--- config.mk ---
export PLATFORM = sky130hd
export DESIGN_NAME = c_onehot_split32
export DESIGN_NICKNAME = d
export VERILOG_FILES = /design/src/rtl/c_onehot_split32.sv
export SDC_FILE = /design/constraint.sdc
export NUM_CORES = 1
export LEC_CHECK = 0
export ABC_AREA = 1
export CORE_ASPECT_RATIO = 0.5
export CORE_MARGIN = 4
export CORE_UTILIZATION = 50
export DETAILED_ROUTE_END_ITERATION = 16
export GPL_ROUTABILITY_DRIVEN = 0
export PLACE_DENSITY = 0.88
export SYNTH_ARGS = -nofsm -noshare
export SYNTH_HDL_FRONTEND = slang
export SYNTH_SLANG_ARGS = --single-unit
--- constraint.sdc ---
create_clock -name clk -period 6.15 [get_ports clk]
set_input_delay 1.23 -clock clk [delete_from_list [all_inputs] [get_ports clk]]
set_output_delay 1.23 -clock clk [all_outputs]
set_load 0.05 [all_outputs]
--- src/rtl/c_onehot_split32.sv ---
// One-hot dispatch splitter: accepts a token with a one-hot channel select, pulses the
// chosen downstream channel, waits for its free (or a timeout), then returns one free upstream.
module c_onehot_split32 #(
    parameter int N_CH    = 32,
    parameter int TIMEOUT = 255,
    parameter int IDX_W   = 5
) (
    input  logic              clk,
    input  logic              rst,
    input  logic              i_drive,
    input  logic [N_CH-1:0]   i_sel,
    output logic              o_free,
    output logic [N_CH-1:0]   o_drive,
    input  logic [N_CH-1:0]   i_freeNext,
    output logic [IDX_W-1:0]  o_chan,
    output logic              o_busy,
    output logic [1:0]        o_err
);

    localparam int CNT_W = (TIMEOUT < 2) ? 1 : $clog2(TIMEOUT + 1);
    localparam int LAST  = (TIMEOUT > 0) ? TIMEOUT - 1 : 0;
    localparam logic [CNT_W-1:0] CNT_LAST = CNT_W'(LAST);
    localparam logic [CNT_W-1:0] CNT_MAX  = {CNT_W{1'b1}};
    localparam logic [CNT_W-1:0] CNT_ONE  = CNT_W'(1);
    localparam logic [N_CH-1:0]  SEL_ONE  = N_CH'(1);

    typedef enum logic [1:0] {IDLE, ISSUE, WAIT, ACK} state_t;

    state_t            state;
    state_t            state_nx;
    logic [N_CH-1:0]   sel_q;
    logic              sel_ld;
    logic [CNT_W-1:0]  cnt;
    logic [CNT_W-1:0]  cnt_nx;
    logic [IDX_W-1:0]  chan_nx;
    logic [1:0]        err_nx;
    logic              hit;

    function automatic logic is_onehot(input logic [N_CH-1:0] v);
        return (v != '0) && ((v & (v - SEL_ONE)) == '0);
    endfunction

    function automatic logic [IDX_W-1:0] encode(input logic [N_CH-1:0] v);
        logic [IDX_W-1:0] idx;
        idx = '0;
        for (int i = 0; i < N_CH; i++) begin
            if (v[i]) idx = idx | IDX_W'(i);
        end
        return idx;
    endfunction

    // Only the latched channel's free counts; others are ignored in every state.
    assign hit = |(i_freeNext & sel_q);

    always_comb begin
        state_nx = state;
        cnt_nx   = cnt;
        chan_nx  = o_chan;
        err_nx   = o_err;
        sel_ld   = 1'b0;
        case (state)
            IDLE: begin
                if (i_drive) begin
                    if (is_onehot(i_sel)) begin
                        sel_ld   = 1'b1;
                        chan_nx  = encode(i_sel);
                        state_nx = ISSUE;
                    end else begin
                        err_nx[0] = 1'b1;
                        state_nx  = ACK;
                    end
                end
            end
            ISSUE: begin
                cnt_nx   = '0;
                state_nx = hit ? ACK : WAIT;
            end
            WAIT: begin
                // Free has priority over a timeout landing in the same cycle.
                if (hit) begin
                    state_nx = ACK;
                end else if ((TIMEOUT != 0) && (cnt == CNT_LAST)) begin
                    err_nx[1] = 1'b1;
                    state_nx  = ACK;
                end else if (cnt != CNT_MAX) begin
                    cnt_nx = cnt + CNT_ONE;
                end
            end
            ACK:     state_nx = IDLE;
            default: state_nx = IDLE;
        endcase
    end

    always_ff @(posedge clk or posedge rst) begin
        if (rst) begin
            state  <= IDLE;
            cnt    <= '0;
            o_chan <= '0;
            o_err  <= '0;
        end else begin
            state  <= state_nx;
            cnt    <= cnt_nx;
            o_chan <= chan_nx;
            o_err  <= err_nx;
        end
    end

    // Select register carries data only; it is read solely in ISSUE/WAIT after a load.
    always_ff @(posedge clk) begin
        if (sel_ld) sel_q <= i_sel;
    end

    assign o_drive = (state == ISSUE) ? sel_q : '0;
    assign o_free  = (state == ACK);
    assign o_busy  = (state != IDLE);

endmodule
* Yosys cells after proc, flatten, opt, wreduce, memory -nomap -nowiden *
Cells that the tools add are included.

word-level totals
  word-level logic and storage cells = 206
  input port bits = 67
  register bits = 49
  output and inout bits = 41

operators by class
  multiplexer cells = 171
  equal/unequal tests = 13
  add/sub/neg operators = 2
  bitwise operators = 2
  reduce and logical (&&, ||, !) cells = 12

operators by type and width
  kind                     number
  $mux W5                  117
  $mux W8                  9
  $and A32 B32 Y32         2
  $logic_not A32 Y1        1
  $mux W32                 1
  $mux W4                  8
  $reduce_bool A32 Y1      1
  $reduce_or A32 Y1        1
  $sub A32 B1 Y32 const B  1
  $mux W2                  12
  $mux W1                  18
  $pmux W8 S2              1
  $ne A2 B2 Y1 const B     7
  $mux W3                  4
  $reduce_and A3 Y1        3
  $add A8 B1 Y8 const B    1
  $eq A8 B8 Y1 const B     1
  $ne A8 B8 Y1 const B     1
  $pmux W2 S4              1
  $eq A2 B2 Y1 const B     2
  $reduce_and A4 Y1        1
  $reduce_bool A2 Y1       2
  $ne A3 B3 Y1 const B     1
  $eq A2 B1 Y1 const B     1
  other kinds (3)          3

* Depth between registers and ports, before layout *
Gate-level depths: netlist of run 1.

  word-level depth = 136
  gate-level depth with buffers = 12

* Worst setup path after synthesis of run 1 *
No wires, ideal clock.

  path type = input port to flip-flop
  start point = input i_sel[2]
  end point = register sel_q[0], enable pin
  library setup time = 0.387 ns
  setup slack = 2.797 ns
  arrival = 2.967 ns
  stages = 11
  path buffers = 0
  cell sequence = nor2_2 -> nand2_2 -> nor2_4 -> nand2_1 -> o21ai_1 -> nand2_1 -> nor2_1 -> nand2_1 -> nor2_4 -> nand3_4 -> inv_1

on the way
  longest elaborated chain between the ends = 10

ends and longest elaborated chain
  element                    RTL line  text
  start: declaration         11        input logic [N_CH-1:0] i_sel,
  $sub A32 B1 Y32            40        return (v != '0) && ((v & (v - SEL_ONE)) == '0);
  $and A32 B32 Y32           40
  $logic_not A32 Y1          40
  $logic_and A1 B1 Y1 (*)    40
  $mux W1 (*)                64        if (is_onehot(i_sel)) begin
  $mux W1 (*)                63        if (i_drive) begin
  $mux W1 (*)                61        case (state)
  $mux W1 (*)                63
  $mux W1 (*) (2 in series)  61
  net sel_ld                 32        logic sel_ld;
  end signal: assignment     110       if (sel_ld) sel_q <= i_sel;
  end: declaration           31        logic [N_CH-1:0] sel_q;

The timed path passes the listed nets; every way through them passes the cells marked *. The select of a mux whose other input is x is not followed.
A chain may end at the register's enable or synchronous reset.

* Final worst setup path of run 1 *
  start point = input i_sel[3]
  end point = register sel_q[30], enable pin

Same word-level chain as after synthesis.

==> results of run 1 <==
[report_power, final]
group | internal (W) | switching (W) | leakage (nW) | total (W)
registers | 0.000362 | 0.0000123 | 0.508 | 0.000374
clock network | 0.000187 | 0.000120 | 0.0823 | 0.000307
logic | 0.000190 | 0.000397 | 1.44 | 0.000587
total | 0.000739 | 0.000529 | 2.03 | 0.00127
[cell families after synthesis]
logic type      Yosys count  synth area share [%]
flops                    49                  43.7
buf+inv                  60                  7.10
compound gates           30                  6.00
fa+ha+maj                 6                  2.37
xor+xnor                  5                  1.38
simple gates            284                  39.4
[cell type report]
class	count	area, µm²
clock buffers	8	168
fillers	492	1590
inverters	56	210
multi-input cells	325	1560
flip-flops and latches	49	1390
well taps	88	110
repair buffers	109	1090
[layer usage]
| layer | global-route usage [%] | routed length (µm) |
|---|---|---|
| met1 | 33.9 | 4150 |
| met2 | 41.6 | 4360 |
| met3 | 5.66 | 685 |
| met4 | 9.46 | 282 |
| met5 | 0 | 0 |
[cells in the mapped netlist, drive strengths merged]
cell    count
o21bai      1
inv        55
edfxtp     32
clkinv      1
nor3        2
or2         1
nor2       75
nand3b      2
xnor2       2
and3        1
clkbuf      4
a22o       10
nand2     153
a21oi       1
nor3b       1
nand3      24
o21ai      18
nor4        4
dfrtp      17
nand4      21
ha          6
xor2        3
[how the worst max path moves through the flow]
| stage | start | slack (ps) | to |
|---|---|---|---|
| floorplan | i_sel[2] | 2800 | sel_q[0] |
| global placement | i_sel[3] | 1870 | sel_q[26] |
| detailed placement | i_sel[3] | 1840 | sel_q[25] |
| CTS | i_sel[3] | 2130 | sel_q[25] |
| global route | i_sel[1] | 1860 | sel_q[24] |
| finish | i_sel[3] | 2080 | sel_q[30] |
[registers in the layout, summed over array words and instances (netlist names)]
| signal | count |
|---|---|
| cnt | 8 |
| o_chan | 5 |
| o_err | 2 |
| sel_q | 32 |
| state | 2 |
[critical path, delay by kind of cell]
kind / cells / cell delay [ps]
buf+inv: 4 / 1460
compound gates: 1 / 200
simple gates: 8 / 1150
[cells in the final DEF, fill, tap and decap left out, drive strengths merged, types with 10 or more instances in the layout]
cell | synthesis | routed
nand4 | 21 | 21
o21ai | 18 | 18
nand3 | 24 | 24
inv | 55 | 55
clkdlybuf4s50 | 0 | 107
dfrtp | 17 | 17
nor2 | 75 | 75
edfxtp | 32 | 32
nand2 | 153 | 153
a22o | 10 | 10
[per-stage QoR]
step | hold WS [ps] | setup WS (ps) | cell area [µm²] | util (%)
after floorplan | 504 | 2800 | 3170 | -
after global placement | 462 | 1870 | 4350 | 71.3
after detailed placement | 470 | 1840 | 4350 | 71.3
after CTS | 486 | 2130 | 4520 | 74.0
after global routing | 507 | 1860 | 4520 | 74.0
final | 485 | 2080 | 4520 | 74.0
==> results.json, run 1 <==
{
  "final.setup.tns_ps": 0,
  "worst_slew_pin_slew_ps": 669,
  "powerDensity_mw_per_mm2": 281,
  "skew_ps": 5.51,
  "end_kind": "flip-flop",
  "gr-total-overflow": 0,
  "die_x_um": 121,
  "cts_root_buffer": "clkbuf_16",
  "placementRows": 20,
  "clockBufferDepth": 2,
  "grt_max_degree": 35,
  "hpwl_um": 7540,
  "grt_pass1_wl_um": 15400,
  "syn_nets": 507,
  "fin_nets": 619,
  "status": "finished clean",
  "netlist_area_mm2": 0.00317,
  "viasPerCell": 5.28,
  "slowest_stage": "clkdlybuf4s50_1",
  "dpl.cell_count": 627,
  "core_area_mm2": 0.00611,
  "cts_made_buffers": 5,
  "io_pins": 108,
  "post-route-period-util_pct": 66.1,
  "diodes": 0,
  "synth.distinct_cells": 28,
  "drv_cap": 0,
  "cpPeakStageDelay_ps": 510,
  "yosys.area.top_type": "edfxtp_1",
  "ant_nets": 0,
  "hold_end": "o_chan[0]",
  "hold_viol": 0,
  "drcViolationCount": 0,
  "cts-hold-fix-buffers": 0,
  "hold_depth": 2,
  "drive_gt1_share_pct": 4.39,
  "ir_worst_vdd_uv": 164,
  "slew_headroom_pct": 55.4,
  "ys_ff_latch": 49,
  "cts_resized": 0,
  "dr.first_iter.drc_count": 449,
  "cts_sinks": 49,
  "synth_area_per_cell_um2": 7.31,
  "area_growth_pct": 42.5,
  "ys_seq_area_share_pct": 43.7,
  "min_period_ps": 4070,
  "layoutNonFillerInstCount": 635,
  "drt_wl_total_um": 9480,
  "synth.top_cells.by_area": "edfxtp_1 30%, nand2_1 18%, dfrtp_1 13%",
  "routedWlPerCell_um": 14.9,
  "worstSkewPairLatency_ps": 300,
  "regToRegEndpoint": "sel_q[30]",
  "reg2reg_slack_ps": 3780,
  "worst_hold_path_type": "reg2reg",
  "h-tree-depth": 2,
  "path_clk_slew_ps": 70,
  "vias": 3355,
  "start_util_pct": 51.9,
  "die_h_um": 64.3,
  "p_total_w": 0.00127,
  "cp.arrival_ps": 4050,
  "yosys_warnings": 0,
  "crit_top_cell": "nand2_1",
  "critPathRequiredTime_ps": 6140,
  "yosysTopAreaCellShare_pct": 30.3,
  "post_cts_buffers": 0,
  "grt_pass1_vias": 3102,
  "rsz0062_at_grt": "false",
  "r2r_cells": 7,
  "fmax_mhz": 246,
  "critPathKind": "in2reg",
  "portBuffers": 107,
  "first_pass_iters": 6,
  "p_leak_nw": 2.03,
  "critPathMaxFanout": 17,
  "cts_tree": "built",
  "setup_viol": 0,
  "syn_inst": 434,
  "slew_viol_final": 0,
  "die-area_mm2": 0.00776,
  "track_usage_pct": 25.6,
  "antenna_found_initial": 0,
  "min_from": "o_chan[0]",
  "path_cells": "clkdlybuf4s50_1 > nor2_2 > nand3_1 > inv_1 > nand2_1 > o21ai_0 > nand2_1 > nor2_1 > nand2_1 > nor2_4 > nand3_4 > inv_1 > buf_4",
  "worstSetupStartpointType": "input port",
  "r2r-start": "state[0]"
}
No activity file was read; power rests on OpenSTA's default activity.
==> run 2: changes to the inputs <==
- CORE_UTILIZATION: 50 -> 42
- PLACE_DENSITY: 0.88 -> 0.79
- clock period: 6.15 -> 3.43 ns (I/O delays scaled with it)
==> results.json, run 2 (synthesis gave the netlist of run 1 again) <==
{
  "status": "finished clean",
  "critPathRequiredTime_ps": 3420,
  "cts_resized": 0,
  "min_period_ps": 3010,
  "die_x_um": 131,
  "slew_viol_final": 0,
  "worstSkewPairLatency_ps": 290,
  "post-route-period-util_pct": 87.8,
  "routedWlPerCell_um": 14.5,
  "io_pins": 108,
  "end_kind": "flip-flop",
  "dr.first_iter.drc_count": 317,
  "reg_top3": "sel_q (32), cnt (8), o_chan (5)",
  "grt_pass1_vias": 3084,
  "power_frac_seq_pct": 29.4,
  "ir_worst_vdd_uv": 306,
  "r2r_cells": 7,
  "hold_viol": 0,
  "cts-hold-fix-buffers": 0,
  "slew_headroom_pct": 55.7,
  "core_area_mm2": 0.00732,
  "die-area_mm2": 0.00909,
  "critPathMaxFanout": 32,
  "p_int_w": 0.00133,
  "regMostFlops": "sel_q",
  "die_h_um": 69.5,
  "post_cts_buffers": 0,
  "powerDensity_mw_per_mm2": 502,
  "critPathTopFamily": "simple AND/OR/NAND/NOR gates",
  "cp.arrival_ps": 3000,
  "placementRows": 22,
  "drv_cap": 0,
  "layout_setup_ws_ps": 419,
  "place_ws_ps": 176,
  "diodes": 0,
  "track_usage_pct": 21.2,
  "final_common_cell": "nand2_1",
  "hold_depth": 2,
  "path_buf_inv": 4,
  "setup_viol": 0,
  "fmax_mhz": 332,
  "cts_sinks": 49,
  "gr-total-overflow": 0,
  "final.setup.tns_ps": 0,
  "hpwl_um": 7340,
  "cts_tree": "built",
  "p_clk_share_pct": 24.3,
  "h-tree-depth": 2,
  "cts_root_buffer": "clkbuf_16",
  "first_pass_iters": 6,
  "grt_pass1_wl_um": 15400,
  "critPathKind": "in2reg",
  "startpoint": "i_sel[3]",
  "drcViolationCount": 0,
  "worstSetupStartpointType": "input port",
  "portBuffers": 107,
  "p_comb_share_pct": 46.3,
  "path_clk_slew_ps": 60,
  "regToRegEndpoint": "cnt[7]",
  "reg2reg_slack_ps": 1420,
  "p_leak_nw": 2.04,
  "ant_nets": 0,
  "skew_ps": 1.71,
  "largest_register_ffs": 32,
  "path_cells": "clkdlybuf4s50_1 > nor2_2 > nand3_1 > inv_1 > nand2_1 > o21ai_0 > nand4_2 > nor2_4 > nand3_4 > inv_1 > buf_12",
  "crit_end": "sel_q[30]",
  "cp_num_cells": 11,
  "drt_wl_total_um": 9370,
  "viasPerCell": 5.11,
  "vias": 3290,
  "slowest_stage": "clkdlybuf4s50_1",
  "worst_hold_path_type": "reg2reg",
  "crit_top_cell": "inv_1",
  "netSwitchingPower_w": 0.000947,
  "worst_slew_pin_slew_ps": 663,
  "cts_made_buffers": 5,
  "drive_gt1_share_pct": 4.93,
  "antenna_found_initial": 0,
  "start_util_pct": 43.3,
  "final_cell_mix": "151 x nand2_1, 104 x clkdlybuf4s50_1, 65 x nor2_1",
  "cpPeakStageDelay_ps": 530,
  "clockBufferDepth": 2,
  "fin_nets": 620,
  "area_growth_pct": 43.1,
  "r2r-start": "state[1]",
  "rsz0062_at_grt": "false",
  "grt_max_degree": 35,
  "switching_share_pct": 41.6
}
==> run 2: changes by cell type in the layout (fill, tap and decap cells not counted), sizes merged <==
cell	change
clkbuf	-2
clkdlybuf4s50	-3
buf	+4
bufinv	+1
clkinv	+1
==> run 2: power groups by stage <==
stage | registers [W] | logic (W) | clock network, W
after detailed placement | 0.000682 | 0.00105 | 0
final | 0.000670 | 0.00105 | 0.000554
after CTS | 0.000670 | 0.00106 | 0.000563
after floorplan | 0.000678 | 0.000683 | 0
after global routing | 0.000674 | 0.00113 | 0.000597
after global placement | 0.000682 | 0.00105 | 0
==> run 2: per-layer routing <==
metal	GRT usage (%)	vias to the layer above	part of all wire (%)
li1	-	1644	-
met1	30.1	1513	46
met2	33.7	119	46
met3	3.85	14	6.6
met4	4.68	0	1.3
met5	0	-	0
==> run 2: worst min-delay path, cell delays in order, from the launching register on <==
cell and delay, ps:
dfrtp_1 350, inv_1 40, nand2_1 50
==> run 2: worst min path at each step <==
| stage | from | to | slack [ps] |
|---|---|---|---|
| finish | o_err[0] | o_err[0] | 470 |
| global route | o_chan[1] | o_chan[1] | 510 |
| CTS | o_err[0] | o_err[0] | 470 |
| detailed placement | o_err[0] | o_err[0] | 450 |
| global placement | o_err[0] | o_err[0] | 450 |
| floorplan | state[0] | state[0] | 500 |
==> run 2: area by class of cell <==
type,instances,area (µm²)
Clock inverter,2,33.8
Clock buffer,6,129
Multi-Input combinational cell,325,1560
Timing Repair Buffer,110,1100
Inverter,56,210
Tap cell,96,120
Fill cell,654,2780
Sequential cell,49,1390
==> run 2: through the flow <==
stage / std cells / area, µm² / util [%] / total power (W) / hold WS (ps)
floorplan: 434 / 3170 / - / 0.00136 / 504
global placement: 636 / 4380 / 59.8 / 0.00173 / 448
detailed placement: 636 / 4380 / 59.8 / 0.00174 / 455
CTS: 644 / 4540 / 62.0 / 0.00229 / 474
global route: 644 / 4540 / 62.0 / 0.00240 / 509
finish: 644 / 4540 / 62.0 / 0.00228 / 471
==> run 3: changes to the inputs <==
- GPL_TIMING_DRIVEN: default -> 0
==> results.json, run 3 (synthesis gave the netlist of run 1 again) <==
{
  "slowest_stage": "clkdlybuf4s50_1",
  "crit_top_cell": "inv_1",
  "netSwitchingPower_w": 0.000948,
  "ant_nets": 0,
  "min_period_ps": 3240,
  "final_util_pct": 62.1,
  "post-route-period-util_pct": 94.5,
  "cp.arrival_ps": 2560,
  "layoutNonFillerInstCount": 646,
  "cts_sinks": 49,
  "worstSkewPairLatency_ps": 290,
  "grt_max_degree": 33,
  "die_x_um": 131,
  "die-area_mm2": 0.00909,
  "viasPerCell": 5.13,
  "reg_top3": "sel_q (32), cnt (8), o_chan (5)",
  "start_util_pct": 43.3,
  "largest_register_ffs": 32,
  "drv_cap": 0,
  "fmax_mhz": 309,
  "drt_wl_total_um": 9330,
  "placementRows": 22,
  "end_kind": "primary output",
  "cts_root_buffer": "clkbuf_16",
  "fin_nets": 622,
  "path_buf_inv": 5,
  "critPathKind": "reg2out",
  "ir_worst_vdd_uv": 237,
  "fill_cells": 635,
  "worst_hold_path_type": "reg2reg",
  "grt_pass1_wl_um": 15400,
  "io_pins": 108,
  "cts_made_buffers": 5,
  "track_usage_pct": 21.2,
  "p_leak_nw": 2.14,
  "drive_gt1_share_pct": 4.91,
  "vias": 3316,
  "regMostFlops": "sel_q",
  "cts_tree": "built",
  "setup_viol": 0,
  "die_h_um": 69.5,
  "critPathTopFamily": "buffers and inverters",
  "hold_viol": 0,
  "routedWlPerCell_um": 14.4,
  "p_clk_share_pct": 22.5,
  "rsz0062_at_grt": "false",
  "power_frac_seq_pct": 30.1,
  "p_comb_share_pct": 47.4,
  "drcViolationCount": 0,
  "grt_pass1_vias": 3223,
  "critPathMaxFanout": 10,
  "worstSetupStartpointType": "flip-flop",
  "skew_ps": 5.16,
  "path_cells": "inv_1 > ha_1 > clkbuf_1 > clkbuf_2 > nand2_1 > inv_1 > clkdlybuf4s50_1",
  "diodes": 0,
  "critPathRequiredTime_ps": 2740,
  "portBuffers": 107,
  "status": "finished clean",
  "gr-total-overflow": 0,
  "area_growth_pct": 43.3,
  "final_common_cell": "nand2_1",
  "core_area_mm2": 0.00732,
  "dr.first_iter.drc_count": 319,
  "worst_slew_pin_slew_ps": 642,
  "powerDensity_mw_per_mm2": 491,
  "switching_share_pct": 42.5,
  "final_cell_mix": "151 x nand2_1, 100 x clkdlybuf4s50_1, 65 x nor2_1",
  "slew_headroom_pct": 57.2,
  "hpwl_um": 7320,
  "slew_viol_final": 0,
  "path_clk_slew_ps": 70,
  "cpPeakStageDelay_ps": 800,
  "h-tree-depth": 2,
  "antenna_found_initial": 0,
  "clockBufferDepth": 2,
  "dpl.cell_count": 637,
  "first_pass_iters": 5,
  "post_cts_buffers": 0,
  "whs_ps": 472,
  "p_int_w": 0.00128
}
==> run 3: cell count changes in the layout (fill, tap and decap cells not counted) <==
cell,previous run,this run
bufinv_16,1,0
inv_1,55,54
dlymetal6s2s_1,0,7
clkbuf_8,0,1
inv_4,0,1
clkinv_1,2,1
clkbuf_2,0,3
buf_12,1,0
clkbuf_1,1,2
buf_4,5,0
clkinvlp_4,0,2
clkdlybuf4s50_1,104,100
==> run 3: stage by stage <==
step / worst slack [ps] / instance area [µm²] / TNS, ps / total power [W]
after global placement: -536 / 4360 / -17090 / 0.00174
after detailed placement: -574 / 4360 / -18300 / 0.00174
after CTS: 6.39 / 4520 / 0 / 0.00224
after global routing: 3.72 / 4540 / 0 / 0.00236
final: 189 / 4540 / 0 / 0.00223
after floorplan: 621 / 3170 / 0 / 0.00136
==> run 3: power groups by stage <==
stage	logic [W]	clock network, W	registers [W]
6_report	0.00106	0.000503	0.000671
5_1_grt	0.00115	0.000536	0.000674
4_1_cts	0.00107	0.000507	0.000671
3_5_place_dp	0.00106	0	0.000682
3_3_place_gp	0.00105	0	0.000682
2_1_floorplan	0.000683	0	0.000678
==> run 3: what timing repair did <==
item,in CTS,in global routing
setup endpoints to repair,33,54
gates cloned,0,1
resized for setup,2,12
hold buffers,0,0
==> run 3: worst paths after layout <==
| kind | depth (start not counted) | from | slack [ps] | end |
|---|---|---|---|---|
| max | 7 | state[1] | 190 | o_drive[26] |
| min | 2 | o_chan[4] | 470 | o_chan[4] |
| max reg2reg | 7 | state[1] | 1410 | cnt[0] |
| min reg2reg | 2 | o_chan[4] | 470 | o_chan[4] |
| max in group asynchronous | 2 | rst | 2240 | cnt[1] |
| min in group asynchronous | 2 | rst | 780 | o_err[1] |
==> run 3: cell type report <==
cell class,count,area (µm²),share of cell area (%)
multi-input combinational,325,1560,34.3
sequential,49,1390,30.5
timing repair buffer,107,1090,24.0
inverter,56,214,4.71
clock buffer,7,143,3.14
tap,96,120,2.64
buffer,4,18.8,0.413
timing repair inverter,1,7.51,0.165
clock inverter,1,6.26,0.138
==> run 3: metal layers <==
layer  GRT usage [%]  share of wire, %
met3            4.38               6.5
met5               0                 0
met1            28.8                43
met2            34.6                49
met4            5.02               1.4
==> run 3: tightest hold or removal path: stages (launching register included) <==
cell and delay (ps):
dfrtp_1 340, nand2_1 50, nand2_1 50
